<file path="config.mk">
export PLATFORM = sky130hd
export DESIGN_NAME = scandoubler_vga
export DESIGN_NICKNAME = d
export VERILOG_FILES = /design/src/rtl/scandoubler_vga.sv
export SDC_FILE = /design/constraint.sdc
export NUM_CORES = 2
export LEC_CHECK = 0
export CAP_MARGIN = 20
export CELL_PAD_IN_SITES_DETAIL_PLACEMENT = 0
export CELL_PAD_IN_SITES_GLOBAL_PLACEMENT = 1
export CORE_MARGIN = 8
export CORE_UTILIZATION = 25
export CTS_CLUSTER_SIZE = 40
export DETAILED_ROUTE_END_ITERATION = 8
export PLACE_DENSITY = 0.44
export SYNTH_ARGS = -nofsm -noshare
export SYNTH_HDL_FRONTEND = slang
export SYNTH_SLANG_ARGS = --single-unit
export TNS_END_PERCENT = 100
</file>
<file path="constraint.sdc">
create_clock -name clk -period 4.1 [get_ports clk]
set_input_delay 0.41 -clock clk [delete_from_list [all_inputs] [get_ports clk]]
set_output_delay 0.41 -clock clk [all_outputs]
set_load 0.05 [all_outputs]
</file>
<file path="src/rtl/scandoubler_vga.sv">
// scandoubler_vga: 15 kHz -> 31 kHz line doubler.
// Each input line is captured into one bank of a two-bank line buffer
// while the previously completed line is replayed from the other bank at
// twice the pixel rate. The output stage expands 4-bit RGBI colour to
// 6-bit-per-channel levels and regenerates a narrow output hsync.
module scandoubler_vga #(
   parameter int LINE_MAX = 512,
   parameter int HS_WIDTH = 16,
   parameter int LVL_HI   = 63,
   parameter int LVL_LO   = 42
) (
   input  logic       clk,
   input  logic       rst_n,
   input  logic       pix_ce,
   input  logic       pix2_ce,
   input  logic [3:0] rgbi_in,
   input  logic       hsync_n_in,
   input  logic       vsync_n_in,
   output logic [5:0] vga_r,
   output logic [5:0] vga_g,
   output logic [5:0] vga_b,
   output logic       vga_hs_n,
   output logic       vga_vs_n,
   output logic [8:0] line_len
);

   // Column width is fixed by the 9-bit line_len port.
   localparam int             AW      = 9;
   localparam logic [AW-1:0]  COL_MAX = AW'(LINE_MAX - 1);
   localparam logic [AW-1:0]  HS_COLS = AW'(HS_WIDTH);

   // Two banks stored flat; the bank select is the address MSB.
   logic [3:0]    mem [0:2*LINE_MAX-1];

   logic          hs_prev;
   logic          vs_reg;
   logic          wr_bank;
   logic          rd_bank;
   logic [AW-1:0] wr_col;     // address of the most recently written pixel
   logic [AW-1:0] rd_col;
   logic          seen;       // at least one line start since reset
   logic          valid;      // read bank holds a complete line

   logic [3:0]    rd_data;
   logic          rd_pend;
   logic          rd_valid;
   logic          rd_hs;

   logic          line_start;
   logic [AW-1:0] col_inc;
   logic [AW-1:0] wr_addr;
   logic          wr_sel;
   logic          rd_wrap;

   // Falling edge of the input hsync as seen at pixel strobes.
   assign line_start = pix_ce & hs_prev & ~hsync_n_in;

   // Next column, saturating so an over-long line keeps rewriting the last entry.
   assign col_inc = (wr_col == COL_MAX) ? wr_col : wr_col + 1'b1;

   // The line-start pixel already belongs to the new line in the other bank.
   assign wr_addr = line_start ? '0 : col_inc;
   assign wr_sel  = line_start ? ~wr_bank : wr_bank;

   // Replay wraps after line_len pixels; an empty line parks the pointer at 0.
   assign rd_wrap = (line_len == '0) || (rd_col >= line_len - 1'b1);

   // Line buffer write on input strobes and synchronous read on output strobes.
   // NOTE: the buffer RAM has no reset; it maps onto block RAM and its contents
   // are never seen until valid rises after a full line has been captured.
   always_ff @(posedge clk) begin
      if (pix_ce)
         mem[{wr_sel, wr_addr}] <= rgbi_in;
      if (pix2_ce)
         rd_data <= mem[{rd_bank, rd_col}];
   end

   // Input-side control: sync edge detect, write pointer, bank swap, line length.
   // NOTE: every sequential assignment uses <= so all registers update from the
   // same pre-edge values regardless of statement order.
   always_ff @(posedge clk or negedge rst_n) begin
      if (!rst_n) begin
         hs_prev  <= 1'b1;
         vs_reg   <= 1'b1;
         wr_bank  <= 1'b0;
         rd_bank  <= 1'b0;
         wr_col   <= '0;
         line_len <= '0;
         seen     <= 1'b0;
         valid    <= 1'b0;
         vga_vs_n <= 1'b1;
      end else if (pix_ce) begin
         hs_prev <= hsync_n_in;
         vs_reg  <= vsync_n_in;
         wr_col  <= wr_addr;
         if (line_start) begin
            line_len <= col_inc;
            rd_bank  <= wr_bank;
            wr_bank  <= ~wr_bank;
            seen     <= 1'b1;
            // The first line after reset is partial, so only the second start
            // enables the picture.
            valid    <= seen;
            vga_vs_n <= vs_reg;
         end
      end
   end

   // Output-side read pointer plus the attributes that travel with each read.
   always_ff @(posedge clk or negedge rst_n) begin
      if (!rst_n) begin
         rd_col   <= '0;
         rd_pend  <= 1'b0;
         rd_valid <= 1'b0;
         rd_hs    <= 1'b0;
      end else begin
         rd_pend <= pix2_ce;
         if (pix2_ce) begin
            rd_valid <= valid;
            rd_hs    <= (rd_col < HS_COLS);
         end
         if (line_start)
            rd_col <= '0;
         else if (pix2_ce)
            rd_col <= rd_wrap ? '0 : rd_col + 1'b1;
      end
   end

   // Channel level for one colour bit given the intensity bit.
   function automatic logic [5:0] level(input logic c, input logic i);
      return c ? (i ? 6'(LVL_HI) : 6'(LVL_LO)) : 6'd0;
   endfunction

   // Output register: palette expansion, blanking and hsync, one clk after the read.
   always_ff @(posedge clk or negedge rst_n) begin
      if (!rst_n) begin
         vga_r    <= '0;
         vga_g    <= '0;
         vga_b    <= '0;
         vga_hs_n <= 1'b1;
      end else if (rd_pend) begin
         vga_r    <= rd_valid ? level(rd_data[1], rd_data[0]) : 6'd0;
         vga_g    <= rd_valid ? level(rd_data[2], rd_data[0]) : 6'd0;
         vga_b    <= rd_valid ? level(rd_data[3], rd_data[0]) : 6'd0;
         vga_hs_n <= ~rd_hs;
      end
   end

endmodule

</file>
==> flow_metrics.env <==
export IMPL_max_cap_violations=0
export IMPL_clockBufferDepth=4
export IMPL_wirelength_mm=555.7
export IMPL_clkTransAtPathRegs_ns=0.06
export IMPL_netlist_instances=8243
export IMPL_routabilityCongestion=0.7897
export IMPL_rsz0062_at_grt="yes"
export IMPL_comb_power_share=0.277
export IMPL_fin_crit_sh=0.9934
export IMPL_yosysWarnings=0
export IMPL_drive_gt1_frac=0.2674
export IMPL_final_max_slew_viol_count=0
export IMPL_p_seq_frac=0.382
export IMPL_post_drt_wl_per_cell_um=31.05
export IMPL_fmax_mhz=245.5
export IMPL_crit_cells=13
export IMPL_synth_flop_cell="edfxtp_1"
export IMPL_synth_top_area_frac=0.7527
export IMPL_final_nets=8847
export IMPL_syn_nets=8265
export IMPL_p_sw_frac=0.3103
export IMPL_synth_most_common_cell="edfxtp_1"
export IMPL_crit_slowest_cell="mux4_2"
export IMPL_regMostFlops="mem"
export IMPL_setup_tns_ns=0
export IMPL_required_ns=4.89
export IMPL_final_hold_viol_count=0
export IMPL_worstMarginPinSlew_ns=1.123
export IMPL_ys_ff_latch=4144
export IMPL_p_clk_frac=0.340
export IMPL_finalPower_w=0.1236
export IMPL_antenna_found_initial=55
export IMPL_cts_buffers=454
export IMPL_grt_overflow=0
export IMPL_drc=0
export IMPL_cp_max_fo=16
export IMPL_hp_class="primary input to register"
export IMPL_postSynthAreaPerCell_um2=19.84
export IMPL_skew_ns=0.08464
export IMPL_rows=297
export IMPL_initial_core_util=0.2505
export IMPL_end_kind="register"
export IMPL_arrival_ns=4.86
export IMPL_cts_tree="built"
export IMPL_grt_pass1_vias=88770
export IMPL_ir_drop_uv=386.3
export IMPL_cp_start_kind="register"
export IMPL_cts_root_buffer="clkbuf_16"
export IMPL_cts_sinks=4144
export IMPL_finalSetupViolations=0
export IMPL_reg2regPathDepth=13
export IMPL_yosysUniqueCellTypes=75
export IMPL_portBuffers=38
export IMPL_reg2reg_to="rd_data[0]"
export IMPL_crit_buf_inv=5
export IMPL_maxSlewHeadroom=0.2483
export IMPL_seq_area_frac_synth=0.7594
export IMPL_nFillCells=63360
export IMPL_viasPerCell=4.724
export IMPL_die_w_um=824.9
export IMPL_die_height_um=824.9
export IMPL_powerDensity_nw_per_um2=634.8
export IMPL_crit_end="rd_data[0]"
export IMPL_switchingPower_w=0.03836
export IMPL_clkLatencyLatePin_ns=1.04
export IMPL_hpwl_mm=354.8
export IMPL_crit_chain="buf_12 > buf_16 > buf_12 > mux4_2 > a22o_1 > a221oi_1 > buf_4 > o221ai_1 > a21oi_1 > buf_4 > a41o_1 > nor2_1 > a31o_1"
export IMPL_internal_power_w=0.08526
export IMPL_synth_edff_count=4100
export IMPL_r2r_slack_ns=0.03
export IMPL_grt_pass1_wl_mm=760.7
export IMPL_yosysTopAreaCell="edfxtp_1"
export IMPL_layout_min_cycle_time_ns=4.073
export IMPL_ant_nets=0
export IMPL_h_tree_depth=5
export IMPL_cpPeakStageDelay_ns=0.52
export IMPL_track_usage=0.1587
export IMPL_synth_commonest_cells="edfxtp_1 (4100), nor2_1 (1109), mux4_2 (975)"
export IMPL_worstReg2RegStart="rd_col[0]"
export IMPL_die_area_um2=680500
export IMPL_async_flop_share=0.01062
export IMPL_status="finished clean"
export IMPL_drt_pass1_iter_count=5
export IMPL_cellLeakagePower_nw=59.47
export IMPL_largest_reg_flops=4096
export IMPL_path_class="register to register"
export IMPL_grt_max_degree=154
export IMPL_crit_family="compound AO/OA/AOI/OAI gates"
export IMPL_core_um2=652900
export IMPL_io_pins=39
export IMPL_num_vias=84550
export IMPL_syn_area_um2=163600
export IMPL_crit_path_start="rd_col[0]"
export IMPL_area_delta_synth_final_pct=19.04
export IMPL_synth_area_top_cells="edfxtp_1 (75%), mux4_2 (13%), nor2_1 (2.5%)"
export IMPL_holdWs_ns=0.1331
export IMPL_drt_iter0_markers=9146
power groups by stage:
stage	Combinational [W]	Clock, W	Sequential (W)
global placement	0.0349	0	0.0482
CTS	0.0351	0.0430	0.0472
detailed placement	0.0348	0	0.0482
finish	0.0343	0.0421	0.0472
global route	0.0360	0.0445	0.0472
floorplan	0.0187	0	0.0480
cell usage in the layout (no fill, tap or decap), types with 8 or more instances in the layout:
cell,count
mux2i_1,266
xnor2_1,11
clkinv_16,18
buf_12,152
mux2_2,18
o221ai_1,8
edfxtp_1,4100
clkinv_2,109
bufinv_16,58
o22ai_1,30
nand4_1,10
nand2_1,160
clkinv_1,79
o211ai_1,15
clkbuf_1,81
a221o_1,8
nand2_4,33
nand2b_1,16
clkbuf_16,457
nand3_1,52
clkdlybuf4s50_1,33
nor2b_1,8
nor2_1,1102
o21ai_0,101
a22o_1,26
a22oi_1,214
mux4_2,975
a21oi_1,124
clkinvlp_4,22
nor4_1,16
nor3_1,19
buf_4,515
a221oi_1,87
ha_1,12
dlygate4sd3_1,8
dfrtp_1,32
inv_1,15
a31oi_1,23
worst min-delay path by stage:
stage	end	slack, ns	start	cells after the start
floorplan	line_len[0]	0.11	rst_n	0
global placement	vga_hs_n	0.43	rd_hs	1
detailed placement	vga_hs_n	0.43	rd_hs	1
CTS	mem[859][1]	0.008	rgbi_in[1]	1
global route	mem[859][1]	0.04	rgbi_in[1]	1
finish	mem[798][1]	0.13	rgbi_in[1]	1
logic make-up after synthesis:
logic type	share of synthesized area
AO/OA/AOI/OAI	0.03024
XOR/XNOR	0.0007496
adder cells (fa/ha/maj)	0.0009178
buffers and inverters	0.01961
flip-flops	0.7594
multiplexers	0.1528
AND/OR/NAND/NOR	0.03623
metrics by stage:
stage | instances | cell area, um^2 | setup slack [ns] | utilization
after detailed placement | 17030 | 179100 | -0.4471 | 0.2743
after global placement | 17030 | 179100 | -0.4381 | 0.2742
after floorplan | 8243 | 163600 | 0.6293 | -
after global routing | 17890 | 194700 | -0.03384 | 0.2982
final | 17900 | 194700 | 0.02686 | 0.2982
after CTS | 17890 | 194600 | 0.006574 | 0.2981
per-layer routing:
layer	GRT usage	share of wire	vias up
met5	0	0.000061	-
met4	0.03359	0.022	6
met3	0.02756	0.062	583
met2	0.2653	0.48	2820
met1	0.2165	0.43	46180
li1	-	-	34960
area by class of cell:
cell class	instances	area [um^2]	share of cell area
Sequential cell	4144	124200	0.6381
Clock inverter	307	3532	0.01814
Multi-Input combinational cell	3485	36630	0.1881
Tap cell	8671	10850	0.05572
Clock buffer	544	11820	0.06072
Timing Repair Buffer	721	7540	0.03872
Antenna cell	7	17.52	0.00008996
Inverter	19	81.33	0.0004177
timing repair:
| item | in CTS | in global routing |
|---|---|---|
| resized for setup | 15 | 16 |
| hold buffers | 8 | 0 |
| pin swaps | 0 | 2 |
| hold endpoints to repair | 68 | 0 |
| endpoints found under the setup margin | 4 | 4 |
| setup buffers | 5 | 0 |
Note: power is estimated with default switching activity, not from simulation.
